<file path="src/rtl/d_sram_like_bridge_pkg.sv">
`default_nettype none
// ============================================================================
//  d_sram_like_bridge_pkg
//  Shared state encoding and access-size codes for the MEM-stage data bridge.
//  Revision: 1.0
// ============================================================================
package d_sram_like_bridge_pkg;

  typedef enum logic [1:0] {
    DSB_IDLE      = 2'd0,
    DSB_WAIT_ADDR = 2'd1,
    DSB_WAIT_DATA = 2'd2,
    DSB_DONE      = 2'd3
  } dsb_state_e;

  localparam logic [1:0] SIZE_B = 2'd0;
  localparam logic [1:0] SIZE_H = 2'd1;
  localparam logic [1:0] SIZE_W = 2'd2;

endpackage
`default_nettype wire

</file>
<file path="src/rtl/d_sram_like_bridge_if.sv">
`default_nettype none
// ============================================================================
//  d_sram_like_bridge_if
//  SRAM-like data bus: request channel from the bridge, handshakes from memory.
//  Revision: 1.0
// ============================================================================
interface d_sram_like_bridge_if #(
  parameter int ADDR_W = 32,
  parameter int DATA_W = 32
);
  logic                  data_req;
  logic                  data_wr;
  logic [1:0]            data_size;
  logic [ADDR_W-1:0]     data_addr;
  logic [DATA_W-1:0]     data_wdata;
  logic [DATA_W/8-1:0]   data_wstrb;
  logic                  data_addr_ok;
  logic                  data_data_ok;
  logic [DATA_W-1:0]     data_rdata;

  modport master (
    output data_req, data_wr, data_size, data_addr, data_wdata, data_wstrb,
    input  data_addr_ok, data_data_ok, data_rdata
  );

  modport slave (
    input  data_req, data_wr, data_size, data_addr, data_wdata, data_wstrb,
    output data_addr_ok, data_data_ok, data_rdata
  );
endinterface
`default_nettype wire

</file>
<file path="src/rtl/d_sram_like_bridge.sv">
`default_nettype none
// ============================================================================
//  d_sram_like_bridge
//  Turns a MEM-stage load/store into one SRAM-like transaction, stalls the
//  pipeline while it is outstanding and holds the read word until MEM advances.
//  Revision: 1.0
// ============================================================================
module d_sram_like_bridge
  import d_sram_like_bridge_pkg::*;
#(
  parameter int ADDR_W = 32,
  parameter int DATA_W = 32
) (
  input  wire logic                  clk,
  input  wire logic                  rst,
  input  wire logic                  mem_en,
  input  wire logic [DATA_W/8-1:0]   mem_wen,
  input  wire logic [1:0]            mem_size,
  input  wire logic [ADDR_W-1:0]     mem_addr,
  input  wire logic [DATA_W-1:0]     mem_wdata,
  input  wire logic                  stallM,
  input  wire logic                  flushM,
  output logic      [DATA_W-1:0]     mem_rdata,
  output logic                       d_stall,
  d_sram_like_bridge_if.master       bus
);

  localparam int c_STRB_W = DATA_W / 8;

  dsb_state_e             r_state;
  logic                   r_cancel;
  logic [DATA_W-1:0]      r_rdata;
  logic                   r_wr;
  logic [1:0]             r_size;
  logic [ADDR_W-1:0]      r_addr;
  logic [DATA_W-1:0]      r_wdata;
  logic [c_STRB_W-1:0]    r_wstrb;

  logic w_idle;
  logic w_issue;
  logic w_wait_addr;
  logic w_wait_data;
  logic w_drop;

  assign w_idle      = (r_state == DSB_IDLE);
  assign w_wait_addr = (r_state == DSB_WAIT_ADDR);
  assign w_wait_data = (r_state == DSB_WAIT_DATA);
  assign w_issue     = w_idle & mem_en & ~flushM;
  // A flush arriving together with data_ok kills the result just like an earlier one.
  assign w_drop      = r_cancel | flushM;

  // Idle with nothing to issue drives a quiet bus; otherwise the latched copy stays put.
  assign bus.data_req   = w_issue | w_wait_addr;
  assign bus.data_wr    = w_idle ? (w_issue & (|mem_wen))            : r_wr;
  assign bus.data_size  = w_idle ? (w_issue ? mem_size  : '0)         : r_size;
  assign bus.data_addr  = w_idle ? (w_issue ? mem_addr  : '0)         : r_addr;
  assign bus.data_wdata = w_idle ? (w_issue ? mem_wdata : '0)         : r_wdata;
  assign bus.data_wstrb = w_idle ? (w_issue ? mem_wen   : '0)         : r_wstrb;

  assign mem_rdata = bus.data_data_ok ? bus.data_rdata : r_rdata;

  always_comb begin
    d_stall = 1'b0;
    case (r_state)
      DSB_IDLE:      d_stall = w_issue;
      DSB_WAIT_ADDR: d_stall = r_cancel ? mem_en : 1'b1;
      DSB_WAIT_DATA: d_stall = r_cancel ? mem_en : ~bus.data_data_ok;
      default:       d_stall = 1'b0;
    endcase
  end

  always_ff @(posedge clk) begin
    if (rst) begin
      r_state  <= DSB_IDLE;
      r_cancel <= 1'b0;
      r_rdata  <= '0;
      r_wr     <= 1'b0;
      r_size   <= '0;
      r_addr   <= '0;
      r_wdata  <= '0;
      r_wstrb  <= '0;
    end else begin
      case (r_state)
        DSB_IDLE: begin
          r_cancel <= 1'b0;
          if (w_issue) begin
            r_wr    <= |mem_wen;
            r_size  <= mem_size;
            r_addr  <= mem_addr;
            r_wdata <= mem_wdata;
            r_wstrb <= mem_wen;
            r_state <= bus.data_addr_ok ? DSB_WAIT_DATA : DSB_WAIT_ADDR;
          end
        end
        DSB_WAIT_ADDR: begin
          if (flushM) r_cancel <= 1'b1;
          if (bus.data_addr_ok) r_state <= DSB_WAIT_DATA;
        end
        DSB_WAIT_DATA: begin
          if (bus.data_data_ok) begin
            r_cancel <= 1'b0;
            if (w_drop) begin
              r_state <= DSB_IDLE;
            end else begin
              r_rdata <= bus.data_rdata;
              r_state <= stallM ? DSB_DONE : DSB_IDLE;
            end
          end else if (flushM) begin
            r_cancel <= 1'b1;
          end
        end
        default: begin
          if (flushM || !stallM) r_state <= DSB_IDLE;
        end
      endcase
    end
  end

  a_no_same_cycle_ok : assert property (@(posedge clk) disable iff (rst)
      !((w_issue || w_wait_addr) && bus.data_addr_ok && bus.data_data_ok));

endmodule
`default_nettype wire

</file>
<file path="src/flat_wrapper.sv">
// flat-port wrapper written by rule: the top's interface ports become plain ports
module d_sram_like_bridge_flat import d_sram_like_bridge_pkg::*;
#(
  parameter int ADDR_W = 32,
  parameter int DATA_W = 32
)
  (clk, rst, mem_en, mem_wen, mem_size, mem_addr, mem_wdata, stallM, flushM, mem_rdata, d_stall, bus_data_req, bus_data_wr, bus_data_size, bus_data_addr, bus_data_wdata, bus_data_wstrb, bus_data_addr_ok, bus_data_data_ok, bus_data_rdata);
  d_sram_like_bridge_if #(.ADDR_W(ADDR_W), .DATA_W(DATA_W)) bus_i ();
  input  wire logic clk;
  input  wire logic rst;
  input  wire logic mem_en;
  input  wire logic [DATA_W/8-1:0] mem_wen;
  input  wire logic [1:0] mem_size;
  input  wire logic [ADDR_W-1:0] mem_addr;
  input  wire logic [DATA_W-1:0] mem_wdata;
  input  wire logic stallM;
  input  wire logic flushM;
  output logic      [DATA_W-1:0] mem_rdata;
  output logic d_stall;
  output wire logic [$bits(bus_i.data_req)-1:0] bus_data_req;
  output wire logic [$bits(bus_i.data_wr)-1:0] bus_data_wr;
  output wire logic [$bits(bus_i.data_size)-1:0] bus_data_size;
  output wire logic [$bits(bus_i.data_addr)-1:0] bus_data_addr;
  output wire logic [$bits(bus_i.data_wdata)-1:0] bus_data_wdata;
  output wire logic [$bits(bus_i.data_wstrb)-1:0] bus_data_wstrb;
  input wire logic [$bits(bus_i.data_addr_ok)-1:0] bus_data_addr_ok;
  input wire logic [$bits(bus_i.data_data_ok)-1:0] bus_data_data_ok;
  input wire logic [$bits(bus_i.data_rdata)-1:0] bus_data_rdata;
  assign bus_data_req = bus_i.data_req;
  assign bus_data_wr = bus_i.data_wr;
  assign bus_data_size = bus_i.data_size;
  assign bus_data_addr = bus_i.data_addr;
  assign bus_data_wdata = bus_i.data_wdata;
  assign bus_data_wstrb = bus_i.data_wstrb;
  assign bus_i.data_addr_ok = bus_data_addr_ok;
  assign bus_i.data_data_ok = bus_data_data_ok;
  assign bus_i.data_rdata = bus_data_rdata;
  d_sram_like_bridge #(.ADDR_W(ADDR_W), .DATA_W(DATA_W)) u_core (.clk(clk), .rst(rst), .mem_en(mem_en), .mem_wen(mem_wen), .mem_size(mem_size), .mem_addr(mem_addr), .mem_wdata(mem_wdata), .stallM(stallM), .flushM(flushM), .mem_rdata(mem_rdata), .d_stall(d_stall), .bus(bus_i));
endmodule
</file>
<file path="config.mk">
export PLATFORM = sky130hd
export DESIGN_NAME = d_sram_like_bridge_flat
export DESIGN_NICKNAME = d
export VERILOG_FILES = /design/src/rtl/d_sram_like_bridge_pkg.sv /design/src/rtl/d_sram_like_bridge_if.sv /design/src/rtl/d_sram_like_bridge.sv /design/src/flat_wrapper.sv
export SDC_FILE = /design/constraint.sdc
export NUM_CORES = 1
export LEC_CHECK = 0
export BUFFER_PORTS_ARGS = -buffer_cell sky130_fd_sc_hd__buf_2
export CAP_MARGIN = 20
export CORE_AREA = 5 5 117 119
export CTS_CLUSTER_SIZE = 30
export DETAILED_ROUTE_END_ITERATION = 7
export DIE_AREA = 0 0 122 124
export PLACE_DENSITY_LB_ADDON = 0.25
export SYNTH_ARGS = -nofsm -noshare
export SYNTH_HDL_FRONTEND = slang
export SYNTH_SLANG_ARGS = --single-unit
</file>
<file path="constraint.sdc">
create_clock -name clk -period 2.76 [get_ports clk]
set_clock_uncertainty 0.1 [all_clocks]
set_input_delay 0.138 -clock clk [delete_from_list [all_inputs] [get_ports clk]]
set_output_delay 0.138 -clock clk [all_outputs]
set_load 0.03 [all_outputs]
</file>
Word-level counts from Yosys, hierarchy flattened
Cells that the tools add are included.

storage, ports and cells
  register bits after elaboration = 106
  bits in writable memories = 0
  input bits = 109
  memories = 0
  latch bits = 0
  ROM bits = 0
  output and inout bits = 105

operators by class
  shifts and indexed selects = 0
  $lt $le $gt $ge = 0
  multiply operators = 0
  reduce and logical (&&, ||, !) cells = 9
  muxes and demuxes = 24
  divide/modulo/power cells = 0
  bitwise gates (word level) = 8
  eq/ne operators = 5
  $add $sub $neg = 0

operators by type and width
  cell                count
  $mux 32             5
  $mux 2              9
  $mux 4              2
  $ne 2x2->1 const B  3
  $pmux 1 s3          2
  $pmux 2 s3          1
  $mux 1              5
  $reduce_and 4->1    1
  $reduce_bool 4->1   1
  $reduce_or 4->1     1
  $and 1x1->1         3
  $not 1->1           3
  $reduce_and 3->1    1
  $reduce_bool 3->1   1
  $eq 2x1->1 const B  1
  $eq 2x2->1 const B  1
  $logic_not 2->1     1
  $or 1x1->1          2
  $reduce_and 2->1    1
  $logic_not 1->1     1
  $logic_or 1x1->1    1

Longest topological paths before layout
  depth in word-level cells = 5
  gate-level depth with buffers = 8
  depth with buffers taken out = 6

Worst setup path before layout
No wires, ideal clock.

  path kind = register to output
  start = register u_core.r_state[0]
  end = output bus_data_addr[0]
  arrival = 1.711 ns
  slack = 0.811 ns
  cell stages (with the launch flop) = 6
  cells stage by stage = dfxtp_1 inv_1 ha_1 buf_2 clkbuf_1 o21ai_0

between the ends
  longest elaborated chain between the ends = 5

RTL lines
  what                       RTL line                   source
  start, declared            d_sram_like_bridge.sv:30   dsb_state_e r_state;
  start signal, assigned     d_sram_like_bridge.sv:92   r_state <= bus.data_addr_ok ? DSB_WAIT_DATA : DSB_WAIT_ADDR;
  start signal, assigned     d_sram_like_bridge.sv:106  r_state <= stallM ? DSB_DONE : DSB_IDLE;
  $logic_not 2->1 *          d_sram_like_bridge.sv:45   assign w_idle = (r_state == DSB_IDLE);
  $and 1x1->1 (2 in series)  d_sram_like_bridge.sv:48   assign w_issue = w_idle & mem_en & ~flushM;
  $mux 32                    d_sram_like_bridge.sv:56   assign bus.data_addr = w_idle ? (w_issue ? mem_addr : '0) : r_addr;
  $mux 32 *                  d_sram_like_bridge.sv:56
  end, declared              flat_wrapper.sv:23         output wire logic [$bits(bus_i.data_addr)-1:0] bus_data_addr;

Mark *: on every way between the ends. The rest lies on a longest branch, timed or not.

Worst setup path in the final report
  start = register u_core.r_state[1]
  end = output bus_data_wdata[12]

between the ends
  longest elaborated chain between the ends = 5

RTL lines
  what                       RTL line                  source
  $logic_not 2->1 *          d_sram_like_bridge.sv:45
  $and 1x1->1 (2 in series)  d_sram_like_bridge.sv:48
  $mux 32                    d_sram_like_bridge.sv:57  assign bus.data_wdata = w_idle ? (w_issue ? mem_wdata : '0) : r_wdata;
  $mux 32 *                  d_sram_like_bridge.sv:57
  end, declared              flat_wrapper.sv:24        output wire logic [$bits(bus_i.data_wdata)-1:0] bus_data_wdata;

Marks and branches as above.

==> flow_metrics.tcl <==
set metrics [dict create \
    status "complete, no violations" \
    path_common_cell "buf_4" \
    fin_crit_ps 2370 \
    grt_max_degree 72 \
    synth-main-ff-cell "dfxtp_1" \
    drive_gt1_frac 0.428 \
    min_period_over_period 0.859 \
    cp_num_buf_inv 4 \
    routed_wl_mm 15.3 \
    setup_tns_ps 0 \
    vias 5338 \
    placed_cell_area_um2 6540 \
    synth.yosys.seq_area_share 0.387 \
    critPathSlowestCell "buf_4" \
    ant_nets 0 \
    vias_per_cell 4.69 \
    endpoint "bus_data_wdata[12]" \
    drc 0 \
    finalHoldViolations 0 \
    gp_congestion 0.818 \
    crit_fanout 49 \
    cp_top_family "buffers and inverters" \
    drtIter0Drc 319 \
    cts_buffers 9 \
    ioPinCount 214 \
    synthDistinctLibCells 30 \
    post_drt_wl_per_cell_um 13.4 \
    worstSetupPathType "flop to output pin" \
    power_density_nw_per_um2 598 \
    crit_path_end_kind "output pin" \
    synth_top_area_frac 0.387 \
    die_area_um2 15100 \
    fin_util 0.627 \
    io_buffers 213 \
    setup_viol 0 \
    cts_buffer_depth 2 \
    holdWs_ps 68.4 \
    dr.pass1.iters 4 \
    synth_top_area_cell "dfxtp_1" \
    cts_tree "built" \
    clock_sinks 106 \
    fillers 1082 \
    r2r_end "u_core.r_wdata[9]" \
    num_rows 41 \
    grt_pass1_vias 5186 \
    ys_async_sr_fraction 0 \
    final_cell_mix "buf_2, nand2_1, dfxtp_1" \
    area_growth_pct 42.7 \
    htree_levels 3 \
    crit_path_cell_trace "inv_1 > ha_2 > buf_4 > buf_4 > o21ai_0 > buf_2" \
    die_h_um 124 \
    crit_required_ps 2520 \
    slew_viol_final 0 \
    grt_overflow 0 \
    grtUsageTotal 0.199 \
    layout_commonest_cell "buf_2" \
    vdd.ir_drop.worst_mv 0.276 \
    die_x_um 122 \
    clk_pin_slew_worst_paths_ps 70 \
    arrival_ps 2130 \
    r2r_start "u_core.r_state[0]" \
    synth_area_um2 5480 \
    synth-seq-cells 106 \
    syn_inst 674 \
    root_buffer "clkbuf_16" \
    r2r_cells 7 \
    avgSynthCellArea_um2 8.13 \
    synth_warnings 0 \
    relSlewSlack 0.544 \
    start_util 0.439 \
    synth_area_leaders "dfxtp_1, a21oi_2, nand2_1" \
    critPathLaunchType "flop" \
    hold_path.class "input port to flop" \
    rsz0062_at_grt "no" \
    antenna_found_initial 1 \
    dp_slack_ps 714 \
    r2r_slack_ps 710 \
    grt_pass1_wl_mm 24.7 \
    cpPeakStageDelay_ps 410 \
    core_um2 12500 \
    max_cap_viol_count 0 \
    dp_hpwl_mm 9.46 \
    cp_num_cells 6 \
    p_leak_nw 3.22 \
    final_area_um2 7820 \
    syn-num-nets 788 \
    critPathLaunch "u_core.r_state[1]" \
    worst_slew_pin_slew_ps 684 \
    synth_edf_count 0 \
    setup_slack_ps 389 \
    clock_latency_ps 340 \
    fmax_mhz 422 \
    fin_nets 1076 \
]
## power breakdown
group / internal [W] / switching (W)
clock network: 0.000605 / 0.000536
logic: 0.000591 / 0.00119
registers: 0.00166 / 0.0000851
total: 0.00286 / 0.00181
## timing repair
action	CTS	global route
endpoints found under the hold margin	102	0
resized for setup	0	0
buffers inserted	0	0
hold buffers	102	0
## logic make-up (layout without fill, tap and decap cells)
family	after synthesis	count (layout)	synth area share
DFF	106	106	0.387
other	0	1	0
and+or+nand+nor	218	218	0.193
muxes	32	32	0.0658
adders and majority gates	5	5	0.0114
buffers and inverters	124	416	0.116
AOI/OAI and AO/OA	189	189	0.227
## sequential cells by signal, summed over array words and instances (netlist names)
name and count:
u_core.r_wr 1, u_core.r_rdata 32, u_core.r_wstrb 4, u_core.r_cancel 1, u_core.r_addr 32, u_core.r_size 2
u_core.r_wdata 32, u_core.r_state 2
## worst register-to-register path, delay by kind of cell (launching register included)
family	cells	cell delay (ps)
AND/OR/NAND/NOR	2	620
adder cells (fa/ha/maj)	1	200
flip-flops	1	400
buffers and inverters	3	530
AO/OA/AOI/OAI	1	140
## area by class of cell
class	count	area, um^2	area share
sequential	106	2120	0.272
clock buffer	12	236	0.0303
clock inverter	3	17.5	0.00224
inverter	77	289	0.0370
multi-input combinational	444	2730	0.349
tap	172	215	0.0275
antenna	1	2.50	0.000320
timing repair buffer	324	2210	0.282
## cell usage after synthesis, types with 2 or more instances
library cell	count
nand2_2	70
mux2_2	32
inv_1	76
dfxtp_1	106
o21ai_0	73
buf_12	8
buf_4	4
a21oi_2	70
clkbuf_1	17
a221oi_2	2
nand2b_1	2
a21oi_1	38
ha_1	5
nand2_1	135
nand4bb_1	2
a211oi_1	2
o21ai_1	2
buf_2	18
## metrics by stage
| stage | cells | total power (W) |
|---|---|---|
| 2_1_floorplan | 674 | 0.00305 |
| 3_3_place_gp | 1021 | 0.00344 |
| 3_5_place_dp | 1021 | 0.00345 |
| 4_1_cts | 1138 | 0.00471 |
| 5_1_grt | 1139 | 0.00494 |
| 6_report | 1139 | 0.00467 |
## per-layer routing
metal,global-route usage,wire [um]
met1,0.254,6650
met2,0.325,7140
met3,0.0518,1240
met4,0.0742,272
met5,0,0
## worst min path at each step
| stage | from | endpoint | slack, ps | depth (start not counted) |
|---|---|---|---|---|
| 6_report | flushM | u_core.r_cancel | 70 | 3 |
| 5_1_grt | flushM | u_core.r_cancel | 60 | 3 |
| 4_1_cts | bus_data_addr_ok | u_core.r_state[0] | 50 | 4 |
| 3_5_place_dp | bus_data_rdata[19] | u_core.r_rdata[19] | 300 | 3 |
| 3_3_place_gp | bus_data_rdata[28] | u_core.r_rdata[28] | 290 | 3 |
| 2_1_floorplan | bus_data_rdata[0] | u_core.r_rdata[0] | 170 | 2 |
Power figures use the tool's default switching activity.
